--- config.mk ---
export PLATFORM = sky130hd
export DESIGN_NAME = render_sequencer
export DESIGN_NICKNAME = d
export VERILOG_FILES = /design/src/rtl/render_sequencer.sv
export SDC_FILE = /design/constraint.sdc
export NUM_CORES = 1
export LEC_CHECK = 0
export CORE_ASPECT_RATIO = 1.2
export CORE_MARGIN = 4
export CORE_UTILIZATION = 45
export CTS_CLUSTER_SIZE = 12
export DETAILED_ROUTE_END_ITERATION = 16
export PLACE_DENSITY = 0.77
export SLEW_MARGIN = 0
export SYNTH_ARGS = -nofsm -noshare
export SYNTH_HDL_FRONTEND = slang
export SYNTH_SLANG_ARGS = --single-unit
export TNS_END_PERCENT = 30
--- constraint.sdc ---
create_clock -name clk -period 4.3 [get_ports clk]
set_input_delay 0.645 -clock clk [delete_from_list [all_inputs] [get_ports clk]]
set_output_delay 0.645 -clock clk [all_outputs]
set_load 0.01 [all_outputs]
--- src/rtl/render_sequencer.sv ---
// Frame scheduler: one screen clear, then every visible render slot in index
// order is issued to the sprite blitter over valid/ready, waiting on blit_done.
module render_sequencer #(
  parameter int unsigned SLOTS    = 32,
  parameter int unsigned IDX_W    = 5,
  parameter int unsigned SCREEN_W = 1280,
  parameter int unsigned SCREEN_H = 300,
  parameter int unsigned TIMEOUT  = 65535
) (
  input  logic             clk,
  input  logic             rst,
  input  logic             frame_start,
  output logic [IDX_W-1:0] slot_idx,
  input  logic [11:0]      slot_sx,
  input  logic [11:0]      slot_sy,
  input  logic [11:0]      slot_w,
  input  logic [11:0]      slot_h,
  input  logic [11:0]      slot_px,
  input  logic [11:0]      slot_py,
  output logic             blit_valid,
  input  logic             blit_ready,
  output logic             blit_clear,
  output logic [11:0]      blit_sx,
  output logic [11:0]      blit_sy,
  output logic [11:0]      blit_w,
  output logic [11:0]      blit_h,
  output logic [11:0]      blit_px,
  output logic [11:0]      blit_py,
  input  logic             blit_done,
  output logic             painter_finished,
  output logic             busy,
  output logic             overrun,
  output logic             timeout_err
);

  localparam int unsigned CNT_W = (TIMEOUT > 1) ? $clog2(TIMEOUT) : 1;
  localparam logic [CNT_W-1:0] CNT_LAST = CNT_W'(TIMEOUT - 1);
  localparam logic [IDX_W-1:0] IDX_LAST = IDX_W'(SLOTS - 1);
  localparam logic signed [13:0] LIM_X = 14'(SCREEN_W);
  localparam logic signed [13:0] LIM_Y = 14'(SCREEN_H);

  typedef enum logic [3:0] {
    S_IDLE,
    S_CLEAR,
    S_CWAIT,
    S_FETCH,
    S_CHECK,
    S_ISSUE,
    S_WAIT,
    S_NEXT,
    S_DONE
  } state_t;

  state_t state, state_nx;

  logic [CNT_W-1:0] wait_cnt;
  logic             timed_out;
  logic             hs;
  logic             cull;
  logic             last_slot;

  logic signed [13:0] px_ext, py_ext, x_end, y_end;

  // Two guard bits: px + w spans -2048..6142, so the end test never wraps.
  assign px_ext = {{2{slot_px[11]}}, slot_px};
  assign py_ext = {{2{slot_py[11]}}, slot_py};
  assign x_end  = px_ext + $signed({2'b00, slot_w});
  assign y_end  = py_ext + $signed({2'b00, slot_h});

  assign cull = (slot_w == '0) || (slot_h == '0) ||
                (px_ext >= LIM_X) || (py_ext >= LIM_Y) ||
                (x_end <= 14'sd0) || (y_end <= 14'sd0);

  assign hs        = blit_valid && blit_ready;
  assign timed_out = (wait_cnt == CNT_LAST);
  assign last_slot = (slot_idx == IDX_LAST);

  always_ff @(posedge clk) begin
    if (!rst) state <= S_IDLE;
    else      state <= state_nx;
  end

  always_comb begin
    state_nx = state;
    unique case (state)
      S_IDLE:  if (frame_start) state_nx = S_CLEAR;
      S_CLEAR: if (hs) state_nx = S_CWAIT;
      S_CWAIT: if (blit_done || timed_out) state_nx = S_FETCH;
      S_FETCH: state_nx = S_CHECK;
      S_CHECK: state_nx = cull ? S_NEXT : S_ISSUE;
      S_ISSUE: if (hs) state_nx = S_WAIT;
      S_WAIT:  if (blit_done || timed_out) state_nx = S_NEXT;
      S_NEXT:  state_nx = last_slot ? S_DONE : S_FETCH;
      S_DONE:  state_nx = S_IDLE;
      default: state_nx = S_IDLE;
    endcase
  end

  logic start_frame, clr_idx, inc_idx, load_cmd, accept;
  logic wait_st, tmo_hit, finish, overrun_hit;

  always_comb begin
    start_frame = 1'b0;
    clr_idx     = 1'b0;
    inc_idx     = 1'b0;
    load_cmd    = 1'b0;
    accept      = 1'b0;
    wait_st     = 1'b0;
    tmo_hit     = 1'b0;
    finish      = 1'b0;
    busy        = (state != S_IDLE);
    overrun_hit = frame_start && (state != S_IDLE);
    unique case (state)
      S_IDLE:  start_frame = frame_start;
      S_CLEAR: accept = hs;
      S_CWAIT: begin
        wait_st = 1'b1;
        clr_idx = blit_done || timed_out;
      end
      S_CHECK: load_cmd = !cull;
      S_ISSUE: accept = hs;
      S_WAIT: begin
        wait_st = 1'b1;
        tmo_hit = !blit_done && timed_out;
      end
      S_NEXT:  inc_idx = !last_slot;
      S_DONE:  finish = 1'b1;
      default: ;
    endcase
  end

  always_ff @(posedge clk) begin
    if (!rst) begin
      slot_idx         <= '0;
      blit_valid       <= 1'b0;
      blit_clear       <= 1'b0;
      blit_sx          <= '0;
      blit_sy          <= '0;
      blit_w           <= '0;
      blit_h           <= '0;
      blit_px          <= '0;
      blit_py          <= '0;
      painter_finished <= 1'b0;
      overrun          <= 1'b0;
      timeout_err      <= 1'b0;
      wait_cnt         <= '0;
    end else begin
      if (start_frame) begin
        painter_finished <= 1'b0;
        blit_valid       <= 1'b1;
        blit_clear       <= 1'b1;
      end
      if (load_cmd) begin
        blit_valid <= 1'b1;
        blit_clear <= 1'b0;
        blit_sx    <= slot_sx;
        blit_sy    <= slot_sy;
        blit_w     <= slot_w;
        blit_h     <= slot_h;
        blit_px    <= slot_px;
        blit_py    <= slot_py;
      end
      if (accept)      blit_valid <= 1'b0;
      if (clr_idx)     slot_idx <= '0;
      if (inc_idx)     slot_idx <= slot_idx + IDX_W'(1);
      if (tmo_hit)     timeout_err <= 1'b1;
      if (overrun_hit) overrun <= 1'b1;
      if (finish)      painter_finished <= 1'b1;
      // Counter is held at zero outside the wait states, so each wait starts at 0.
      wait_cnt <= wait_st ? wait_cnt + CNT_W'(1) : '0;
    end
  end

endmodule

==> results of run 1 <==
==> flip-flops by register name (all words and copies together) (netlist names) <==
register and count:
blit_clear 1, slot_idx 5, blit_sx 12, blit_sy 12
timeout_err 1, blit_h 12, overrun 1, blit_valid 1
painter_finished 1, blit_w 12, blit_px 12, state 4
wait_cnt 16, blit_py 12
==> logic make-up (layout without fill, tap and decap cells) <==
kind of cell             count (synthesis)  in the layout
XOR/XNOR                                22             22
buffers and inverters                   56            198
adder cells (fa/ha/maj)                 32             32
AO/OA/AOI/OAI                           97             97
multiplexers                            79             79
flip-flops                             102            102
AND/OR/NAND/NOR                        289            289
==> final cells by class <==
class / count / area [µm²]
inverter: 16 / 60.1
fill: 1054 / 4600
clock buffer: 11 / 233
timing repair buffer: 166 / 1650
sequential: 102 / 2040
tap: 161 / 201
clock inverter: 5 / 81.3
multi-input combinational: 519 / 3410
==> placed cells by master (no fill, tap or decap), drive strengths merged, types with 3 or more instances in the layout <==
cell type | netlist | final
o211ai | 5 | 5
and4 | 5 | 5
nor3 | 7 | 7
nand2 | 165 | 165
and3b | 3 | 3
inv | 16 | 17
buf | 10 | 8
clkbuf | 30 | 11
clkdlybuf4s50 | 0 | 158
o21ai | 19 | 19
nand2b | 8 | 8
a31oi | 6 | 6
and3 | 10 | 10
ha | 30 | 30
nor2b | 3 | 3
or2 | 3 | 3
a21o | 10 | 10
nand4 | 10 | 10
a211oi | 6 | 6
nor2 | 34 | 34
xor2 | 16 | 16
nand3 | 13 | 13
xnor2 | 6 | 6
nor4 | 10 | 10
a21oi | 22 | 22
dfxtp | 102 | 102
nor4b | 4 | 4
a2111oi | 4 | 4
mux2i | 79 | 79
and2 | 6 | 6
==> critical path, cell delays in order <==
cell,delay (ns)
clkdlybuf4s50_1,0.45
ha_1,0.39
a21o_1,0.24
a31o_2,0.24
o21ai_0,0.29
a21oi_1,0.15
or3_1,0.33
a211oi_1,0.30
and3_4,0.42
buf_4,0.33
mux2i_1,0.23
==> worst paths after layout <==
| kind | end | slack, ns | cells after the start |
|---|---|---|---|
| worst min register to register | blit_h[10] | 0.46 | 2 |
| worst max-delay path | blit_sy[2] | 0.53 | 11 |
| worst min-delay path | blit_h[10] | 0.46 | 2 |
| worst max register to register | slot_idx[2] | 2.13 | 7 |
==> per-stage QoR <==
| step | hold WS [ns] | setup slack [ns] | std cells | cell area [µm²] |
|---|---|---|---|---|
| after floorplan | 0.448 | 0.927 | 677 | 5720 |
| after global placement | 0.441 | 0.239 | 964 | 7370 |
| after detailed placement | 0.446 | 0.217 | 964 | 7370 |
| after CTS | 0.460 | 0.568 | 980 | 7680 |
| after global routing | 0.474 | 0.268 | 980 | 7680 |
| final | 0.456 | 0.533 | 980 | 7680 |
==> routing by layer <==
| layer | GRT usage | share of wire | up-vias | routed length, µm |
|---|---|---|---|---|
| li1 | - | - | 2642 | - |
| met1 | 0.253 | 0.43 | 2443 | 6570 |
| met2 | 0.335 | 0.46 | 205 | 7040 |
| met3 | 0.0557 | 0.079 | 38 | 1210 |
| met4 | 0.0842 | 0.028 | 0 | 430 |
| met5 | 0 | 0 | - | 0 |
==> power by group <==
part / leakage [nW] / switching (mW) / internal (mW)
combinational: 1.90 / 0.213 / 0.195
clock: 0.150 / 0.357 / 0.512
sequential: 0.822 / 0.0169 / 0.957
total: 2.88 / 0.587 / 1.66
==> results.cfg, run 1 <==
[synthesis]
yosysTopAreaCell = dfxtp_1
ys_seq_area_frac = 0.357
syn_area_um2 = 5720
synthTopCellsByArea = dfxtp_1 (36%), mux2i_1 (14%), nand2_1 (11%), ha_1 (6.6%), xor2_1 (2.4%)
synth-main-ff-cell = dfxtp_1
synth_common_cells = nand2_1 (165), dfxtp_1 (102), mux2i_1 (79), nor2_1 (34)
synth-compound-area-share = 0.119
syn_area_per_cell_um2 = 8.45
synth_mux_area_frac = 0.138
synth-xor-area-share = 0.0337
synth-simple-area-share = 0.232
synth_top_family_by_area = simple AND/OR/NAND/NOR gates
yosysTopAreaCellShare = 0.357
synthArstFlopShare = 0
synthCells = 677
synth_edf_count = 0
ys_types = 57
ys_ff_latch = 102
synthAdderAreaFrac = 0.0726
synth_most_common_cell = nand2_1
synth_nets = 786
ys_warn_count = 0

[die]
rows = 44
pin_count = 160
die_w_um = 111
die_h_um = 132
initial_utilization = 0.466
die_area_um2 = 14600
coreArea_um2 = 12300

[cts]
cts_tree = yes
cts.sinks = 102
clk_pin_slew_ns = 0.07
cts_max_level = 3
clockBufferDepth = 2
post-cts-setup-buffers = 0
hold_buffers = 0
cts_root_buf = clkbuf_16
cts-resized-gates = 0
clk_latency_ns = 0.34
numCtsBuffers = 9

[timing]
finClkSkew_ns = 0.00659
setup_tns_ns = 0
fmax_mhz = 265
setup_violations = 0
hold_viol_final = 0
tightest_slew_ns = 0.656
maxSlewHeadroom = 0.563
slew_violations = 0
fin_crit_sh = 0.876
fin_crit_ns = 3.77
rsz0062_at_grt = no

[route]
drc = 0
dr.first_iter.drc_count = 309
antenna_left = 0
avgRoutedWirePerCell_um = 15.6
dr.pass1.iters = 5
via_per_inst = 5.44
vias = 5328
wl_um = 15200

[global_routing]
first_global_vias = 5195
grt.overflow.total = 0
track_usage = 0.204
antenna_found_initial = 0
grt_max_degree = 69
grt_first_pass_wirelength_um = 25000

[worst_hold_path]
hold_path.class = flip-flop to flip-flop
hp-start = blit_h[10]

[power]
power.leakage_nw = 2.88
power_mw = 2.25
ir_worst_vdd_uv = 173
pwr_density_cell_nw_per_um2 = 293

[critical_path]
reg2reg_from = wait_cnt[6]
cp-end-kind = flip-flop
cp.required_ns = 4.57
cp-start-kind = input port
crit_type = input port to flip-flop
cp.arrival_ns = 4.04
startpoint = slot_w[4]
path_max_fanout = 16

[status]
outcome = finished clean

[layout]
syn_to_final_growth_pct = 34.2
nets = 923
drive_above_1_share = 0.0391
antenna_cells = 0
fin_util = 0.626

[place]
finalWeightedCongestion = 0.965
io_buffers = 159
dp_hpwl_um = 11700

[job]
cap_violations = 0
Power figures use the tool's default switching activity.
==> run 2, diff against run 1 <==
MAX_ROUTING_LAYER = met4   (was default)
SKIP_LAST_GASP = 1   (was default)
==> run 2 against run 1 <==
Net effect: critical path depth did not move; sequential power about the same; power is 4.1% lower; die area stayed put; highest routed layer unchanged; non-clock buffer count stayed put; sequential share of layout area grew 0.12 points; register-to-register slack is essentially flat.
==> results.cfg, run 2 (same netlist as run 1, synthesis figures left out) <==
[cts]
cts.sinks = 102
numCtsBuffers = 9
cts_max_level = 3
cts_tree = yes
hold_buffers = 0
clk_pin_slew_ns = 0.07
cts-resized-gates = 0
post-cts-setup-buffers = 0
cts_root_buf = clkbuf_16
clockBufferDepth = 2
clk_latency_ns = 0.34

[die]
initial_utilization = 0.466
die_h_um = 132
die_area_um2 = 14600
die_w_um = 111
rows = 44
coreArea_um2 = 12300
pin_count = 160

[layout]
antenna_cells = 0
regMostFlops = wait_cnt
nets = 923
design_area_um2 = 7650
final_cell_mix = nand2_1 (165), clkdlybuf4s50_1 (158), dfxtp_1 (102)
drive_above_1_share = 0.0379
mostFrequentLayoutCell = nand2_1
largest_reg_flops = 16
syn_to_final_growth_pct = 33.6

[global_routing]
grt_first_pass_wirelength_um = 25500
antenna_found_initial = 0
track_usage = 0.212
grt_max_degree = 73
grt.overflow.total = 0
first_global_vias = 5348

[critical_path]
cp-start-kind = input port
cp.required_ns = 4.57
path_max_fanout = 15
cp-end-kind = flip-flop
crit_type = input port to flip-flop
cp.arrival_ns = 4.01

[route]
vias = 5280
dr.pass1.iters = 4
drc = 0
via_per_inst = 5.39
avgRoutedWirePerCell_um = 15.6
antenna_left = 0
dr.first_iter.drc_count = 310
wl_um = 15300

[timing]
tightest_slew_ns = 0.671
holdWs_ns = 0.454
setup_tns_ns = 0
setup_violations = 0
fmax_mhz = 268
maxSlewHeadroom = 0.553
hold_viol_final = 0
fin_crit_sh = 0.869
rsz0062_at_grt = no
slew_violations = 0
fin_crit_ns = 3.74
finClkSkew_ns = 0.00721

[power]
power.leakage_nw = 2.86
ir_worst_vdd_uv = 180
power_mw = 2.16
pwr_density_cell_nw_per_um2 = 282

[worst_hold_path]
hold_path.class = flip-flop to flip-flop

[place]
dp_hpwl_um = 11700
place_area_um2 = 7370
finalWeightedCongestion = 0.927
io_buffers = 159

[job]
cap_violations = 0

[status]
outcome = finished clean
-- run 2: changes by cell type in the layout (fill, tap and decap cells not counted) --
cell / before / now
clkinv_2: 1 / 0
clkbuf_1: 2 / 3
clkinv_4: 0 / 1
clkbuf_8: 0 / 2
bufinv_16: 2 / 0
inv_6: 1 / 0
-- run 2: final cells by class --
cell class	count	area (µm²)
fill	1048	4630
multi-input combinational	519	3410
sequential	102	2040
timing repair buffer	166	1650
clock buffer	14	264
tap	161	201
inverter	16	60.1
clock inverter	2	16.3
-- run 2: final timing paths --
| check | slack (ns) | startpoint | end | cells after the start |
|---|---|---|---|---|
| worst min-delay path | 0.45 | blit_py[7] | blit_py[7] | 2 |
| worst max-delay path | 0.56 | slot_w[4] | blit_sy[7] | 11 |
| worst min register to register | 0.45 | blit_py[7] | blit_py[7] | 2 |
| worst max register to register | 2.12 | wait_cnt[6] | slot_idx[2] | 7 |
-- run 2: critical path, cell delays in order --
cell	delay, ns
clkdlybuf4s50_1	0.45
ha_1	0.40
a21o_1	0.25
a31o_2	0.24
o21ai_0	0.33
a21oi_1	0.15
or3_1	0.33
a211oi_1	0.31
and3_4	0.37
buf_4	0.31
mux2i_1	0.22
-- run 2: metal layers --
layer  GRT usage  wire length (µm)  vias up
li1            -                 -     2634
met1       0.251              6800     2430
met2       0.352              7150      180
met3      0.0474               893       36
met4      0.0808               433        0
met5           -                 0        -
-- run 2: per-stage QoR --
step	util	std cells	setup slack, ns
2_1_floorplan	-	677	0.927
6_report	0.623	980	0.564
3_5_place_dp	0.600	964	0.212
5_1_grt	0.623	980	0.266
4_1_cts	0.623	980	0.574
3_3_place_gp	0.600	964	0.354
-- run 2: where the power goes --
part	switching [mW]	leakage [nW]	internal, mW	total [mW]
Clock	0.349	0.133	0.426	0.776
Combinational	0.212	1.90	0.196	0.408
Sequential	0.0172	0.822	0.958	0.975
